--- config.mk ---
export PLATFORM = sky130hd
export DESIGN_NAME = ws281x_bit_engine
export DESIGN_NICKNAME = d
export VERILOG_FILES = /design/src/rtl/ws281x_bit_engine.sv
export SDC_FILE = /design/constraint.sdc
export NUM_CORES = 1
export LEC_CHECK = 0
export ABC_AREA = 1
export BUFFER_PORTS_ARGS = -buffer_cell sky130_fd_sc_hd__buf_2
export CELL_PAD_IN_SITES_DETAIL_PLACEMENT = 1
export CELL_PAD_IN_SITES_GLOBAL_PLACEMENT = 1
export CORE_MARGIN = 4
export CORE_UTILIZATION = 43
export DETAILED_ROUTE_END_ITERATION = 8
export PLACE_DENSITY = 0.89
export SYNTH_ARGS = -nofsm -noshare
export SYNTH_HDL_FRONTEND = slang
export SYNTH_SLANG_ARGS = --single-unit
export TNS_END_PERCENT = 5
--- constraint.sdc ---
create_clock -name mclk -period 3.1 [get_ports mclk]
set_input_delay 0.465 -clock mclk [delete_from_list [all_inputs] [get_ports mclk]]
set_output_delay 0.465 -clock mclk [all_outputs]
set_load 0.05 [all_outputs]
--- src/rtl/ws281x_bit_engine.sv ---
// ws281x_bit_engine: one-wire LED serializer for a single ws281x port.
// Pops 24-bit GRB words from the port FIFO and shifts them out MSB first.
// Each bit is high for th0/th1 cycles and then low for the rest of its period.
// When the FIFO runs dry, a reset (latch) gap is inserted before going idle.
module ws281x_bit_engine #(
  parameter int NB = 24,
  parameter int CW = 10,
  parameter int RW = 16
) (
  input  logic          mclk,
  input  logic          h_reset_n,
  input  logic [RW-1:0] cfg_reset_period,
  input  logic [CW-1:0] cfg_clk_period,
  input  logic [CW-1:0] cfg_th0_period,
  input  logic [CW-1:0] cfg_th1_period,
  input  logic          port_enb,
  input  logic          port_dval,
  input  logic [NB-1:0] port_data,
  output logic          port_rd,
  output logic          txd,
  output logic          busy
);

  localparam int BW = $clog2(NB);

  typedef enum logic [1:0] {IDLE, BIT, RST} state_t;

  state_t        state, state_nx;
  logic [NB-1:0] sr, sr_nx;
  logic [BW-1:0] bit_cnt, bit_cnt_nx;
  logic [CW-1:0] cyc, cyc_nx;
  logic [RW-1:0] rcnt, rcnt_nx;
  logic [CW-1:0] per_q, per_nx;
  logic [CW-1:0] th0_q, th0_nx;
  logic [CW-1:0] th1_q, th1_nx;
  logic [RW-1:0] rst_q, rst_nx;
  logic [CW-1:0] th_sel;
  logic          txd_nx;
  logic          avail;
  logic          pop;

  assign avail = port_enb & port_dval;

  // Next-state logic: word load, bit stepping, reset gap, and the output bit that follows.
  always_comb begin
    state_nx   = state;
    sr_nx      = sr;
    bit_cnt_nx = bit_cnt;
    cyc_nx     = cyc;
    rcnt_nx    = rcnt;
    per_nx     = per_q;
    th0_nx     = th0_q;
    th1_nx     = th1_q;
    rst_nx     = rst_q;
    pop        = 1'b0;
    case (state)
      IDLE: begin
        if (avail) begin
          pop        = 1'b1;
          state_nx   = BIT;
          sr_nx      = port_data;
          bit_cnt_nx = BW'(NB - 1);
          cyc_nx     = '0;
          per_nx     = cfg_clk_period;
          th0_nx     = cfg_th0_period;
          th1_nx     = cfg_th1_period;
          rst_nx     = cfg_reset_period;
        end
      end
      BIT: begin
        if (cyc == per_q) begin
          cyc_nx = '0;
          if (bit_cnt != '0) begin
            sr_nx      = {sr[NB-2:0], 1'b0};
            bit_cnt_nx = bit_cnt - BW'(1);
          end else if (avail) begin
            // Back-to-back word: reload on the last cycle so no gap cycle appears.
            pop        = 1'b1;
            sr_nx      = port_data;
            bit_cnt_nx = BW'(NB - 1);
            per_nx     = cfg_clk_period;
            th0_nx     = cfg_th0_period;
            th1_nx     = cfg_th1_period;
            rst_nx     = cfg_reset_period;
          end else begin
            state_nx = RST;
            rcnt_nx  = '0;
          end
        end else begin
          cyc_nx = cyc + CW'(1);
        end
      end
      RST: begin
        if (rcnt == rst_q) begin
          state_nx = IDLE;
          rcnt_nx  = '0;
        end else begin
          rcnt_nx = rcnt + RW'(1);
        end
      end
      default: state_nx = IDLE;
    endcase
    // txd is registered, so it is computed from the values the state takes next cycle.
    th_sel = sr_nx[NB-1] ? th1_nx : th0_nx;
    txd_nx = (state_nx == BIT) && (cyc_nx < th_sel);
  end

  // State, counters, latched timing and the registered line output.
  always_ff @(posedge mclk or negedge h_reset_n) begin
    if (!h_reset_n) begin
      state   <= IDLE;
      sr      <= '0;
      bit_cnt <= '0;
      cyc     <= '0;
      rcnt    <= '0;
      per_q   <= '0;
      th0_q   <= '0;
      th1_q   <= '0;
      rst_q   <= '0;
      txd     <= 1'b0;
    end else begin
      state   <= state_nx;
      sr      <= sr_nx;
      bit_cnt <= bit_cnt_nx;
      cyc     <= cyc_nx;
      rcnt    <= rcnt_nx;
      per_q   <= per_nx;
      th0_q   <= th0_nx;
      th1_q   <= th1_nx;
      rst_q   <= rst_nx;
      txd     <= txd_nx;
    end
  end

  // The pop is masked during reset so a FIFO word is never consumed while held in reset.
  assign port_rd = pop & h_reset_n;
  assign busy    = (state != IDLE);

endmodule
==> metrics <==
DRC Markers 0; Tmin final ~3.0 ns; DPL Wire Length 12700 um; crit end category register; Diodes inserted 0; FILL cells 1659; P per Cell Area 807 nW/um2; worst-margin pin slew 0.703 ns; crit path launch cyc[7]; Leakage 3.30 nW; Final setup viols 0; HP Class input port to asynchronous set/reset pin; P&R area growth vs syn 15.7%; # clock sinks 104; Slew Viols, Final 0; Pre-antenna DRT Iters 5; xor and xnor fraction of the mapped netlist area 0.0359; EDFF count, synth 0; Clock Root Buffer clkbuf_16; worst vdd rail ir drop roughly 0.00042 V; cell count after synthesis 715; mux cell area share after synthesis 0.0222; H-tree depth 3; Final Hold Viols 0; critical path peak fanout 8; ys flop type dfrtp_1; R2R Setup Slk 0.11 ns; Worst Path Arrival 3.27 ns; Netlist Area Pre-Place 5860 um2; hold_ws about 0.27 ns; Area after DPL approximately 6400 um2; # hold bufs at CTS 0; GRT busiest layer met2; Core Rows 42; initial DRC count 283; initial antenna violation count 0; largest family of logic cells by synthesized area simple AND/OR/NAND/NOR gates; CTS tree built; synthesized area per cell 8.19 um2; CTS Buf Count 9; area occupied by multi-input gates about 2800 um2; met2 Use GR 0.399; nature of the critical path startpoint register; clock-pin slew on the worst setup and hold paths 0.07 ns; top cell type by total area after synthesis dfrtp_1; syn nets 802; Total GRT Usage 0.224; synth warn 0; relative slew slack 0.531; first-pass GRT wire length about 29000 um; register area 2600 um2; met3 Use GR 0.0609; MaxCap Viol Count 0; layout cells sized above 1 0.199; Die Width approximately 120 um; most common cell after layout, fill and taps aside nand2_1; Max Freq 334 MHz; #FFs+latches synth around 100; # IOs 77; Antenna Violating Nets Remaining 0; Unique masters post-synth 43; Total Wirelength 17300 um; drt wl/cell 17.8 um; die area approximately 16000 um2; Core Region 13300 um2; WS Path Type register to register; Synth Area in Compound Gates 0.159; synth top area cells dfrtp_1 (44%), nand2_1 (14%), a22oi_1 (3.6%), inv_1 (3.6%), o21ai_0 (3.3%); top-area cell type share of the netlist area 0.444; setup TNS 0 ns; status complete, no violations; Die Y 125 um; pin count of the biggest net entering global routing 56; Vias per Instance approximately 5.5; most frequent cells in the layout nand2_1 (215), dfrtp_1 (103), buf_2 (75); vias in the first global route 5856; clk buf depth 2; asr flop ratio synth 1.00; Starting Density 0.441; Adder-Cell Fraction of Synth Area 0.0278; final period utilization 0.966; clock skew 0.00712 ns; GP Congestion around 0.97; Synth Area in Simple Gates 0.235; design area 6780 um2; Worst Path Required roughly 3.4 ns; Port Buf Inserts 76; sequential fraction of the synthesis area 0.444; total grt overflow 0; RR Startpoint cyc[7]; RR Endpoint txd; # nets final 881; worst reg-to-reg path cell count 19; M1 GR Usage 0.260; latest clock arrival within the worst-skew pair 0.36 ns; via count 5335
==> worst max path at each step <==
stage / to / cells after the start
2_1_floorplan: txd / 11
5_1_grt: txd / 16
3_3_place_gp: txd / 16
4_1_cts: txd / 18
6_report: txd / 19
3_5_place_dp: txd / 18
==> power by group <==
group / switching (mW) / internal (mW) / total [mW]
Combinational: 1.23 / 0.837 / 2.07
Clock: 0.512 / 0.557 / 1.07
Sequential: 0.432 / 1.90 / 2.33
Total: 2.18 / 3.29 / 5.47
==> routing by layer <==
metal,part of all wire,vias to the layer above
met4,0.025,0
met2,0.52,127
li1,-,2530
met1,0.41,2639
met5,0,-
met3,0.047,39
==> worst max-delay path, stage by stage (launching register included) <==
cell      delay [ns]
dfrtp_1         0.36
inv_1           0.10
nand2_1         0.07
nand2_1         0.08
nor2_2          0.16
nand2_1         0.11
nor2_4          0.17
buf_4           0.14
nand3_1         0.06
nand3_1         0.13
nand2_2         0.13
buf_4           0.19
nand3_1         0.08
o21ai_1         0.07
ha_1            0.33
nand2_1         0.13
nor2_1          0.08
a211oi_1        0.24
o211ai_1        0.14
a21oi_1         0.14
==> sequential cells by signal, summed over array words and instances, names as in the netlist <==
| register | count |
|---|---|
| cyc | 10 |
| sr | 24 |
| rcnt | 16 |
| txd | 1 |
| rst_q | 16 |
| per_q | 10 |
| th0_q | 10 |
| state | 2 |
| th1_q | 10 |
| bit_cnt | 5 |
==> metrics by stage <==
stage	std cells	power [mW]	util	worst slack [ns]
5_1_grt	973	5.90	0.510	-0.0983
6_report	973	5.47	0.510	0.105
3_5_place_dp	953	4.32	0.482	-0.0150
3_3_place_gp	953	4.08	0.482	0.260
2_1_floorplan	715	3.67	-	0.511
4_1_cts	967	5.44	0.502	0.0934
==> final cells by class <==
type | instances | area share
Tap cell | 176 | 0.0325
Clock inverter | 3 | 0.00295
Sequential cell | 104 | 0.384
Inverter | 74 | 0.0440
Timing Repair Buffer | 94 | 0.0801
Timing Repair inverter | 1 | 0.00129
Multi-Input combinational cell | 510 | 0.419
Clock buffer | 11 | 0.0358
==> cells in the mapped netlist, types with 3 or more instances <==
| library cell | instances |
|---|---|
| nand2_2 | 4 |
| a22oi_1 | 28 |
| nor2_1 | 33 |
| nor2_2 | 3 |
| buf_6 | 6 |
| buf_2 | 10 |
| o21ai_0 | 39 |
| nor3_2 | 4 |
| nand4_1 | 8 |
| xor2_1 | 8 |
| nand3_2 | 4 |
| o211ai_1 | 23 |
| clkbuf_1 | 10 |
| ha_1 | 13 |
| mux2i_1 | 13 |
| nand3_1 | 21 |
| inv_2 | 16 |
| inv_1 | 56 |
| nand2_1 | 216 |
| a21oi_1 | 22 |
| dfrtp_1 | 104 |
| nor2_4 | 3 |
| a211oi_1 | 3 |
| o22ai_1 | 7 |
| o21ai_1 | 7 |
| nor3_1 | 11 |
| o21a_1 | 5 |
| xnor2_1 | 16 |
==> what timing repair did <==
item                                    4_1_cts  5_1_grt
buffers inserted                              0        5
pin swaps                                     0        4
cloned                                        0        1
endpoints found under the setup margin        1        1
resized for setup                             1       15
==> cells by family after synthesis <==
logic type	after synthesis
AO/OA/AOI/OAI	145
XOR/XNOR	24
adder cells (fa/ha/maj)	13
buffers and inverters	101
flip-flops	104
multiplexers	13
AND/OR/NAND/NOR	315
(Power assumes the default switching activity.)
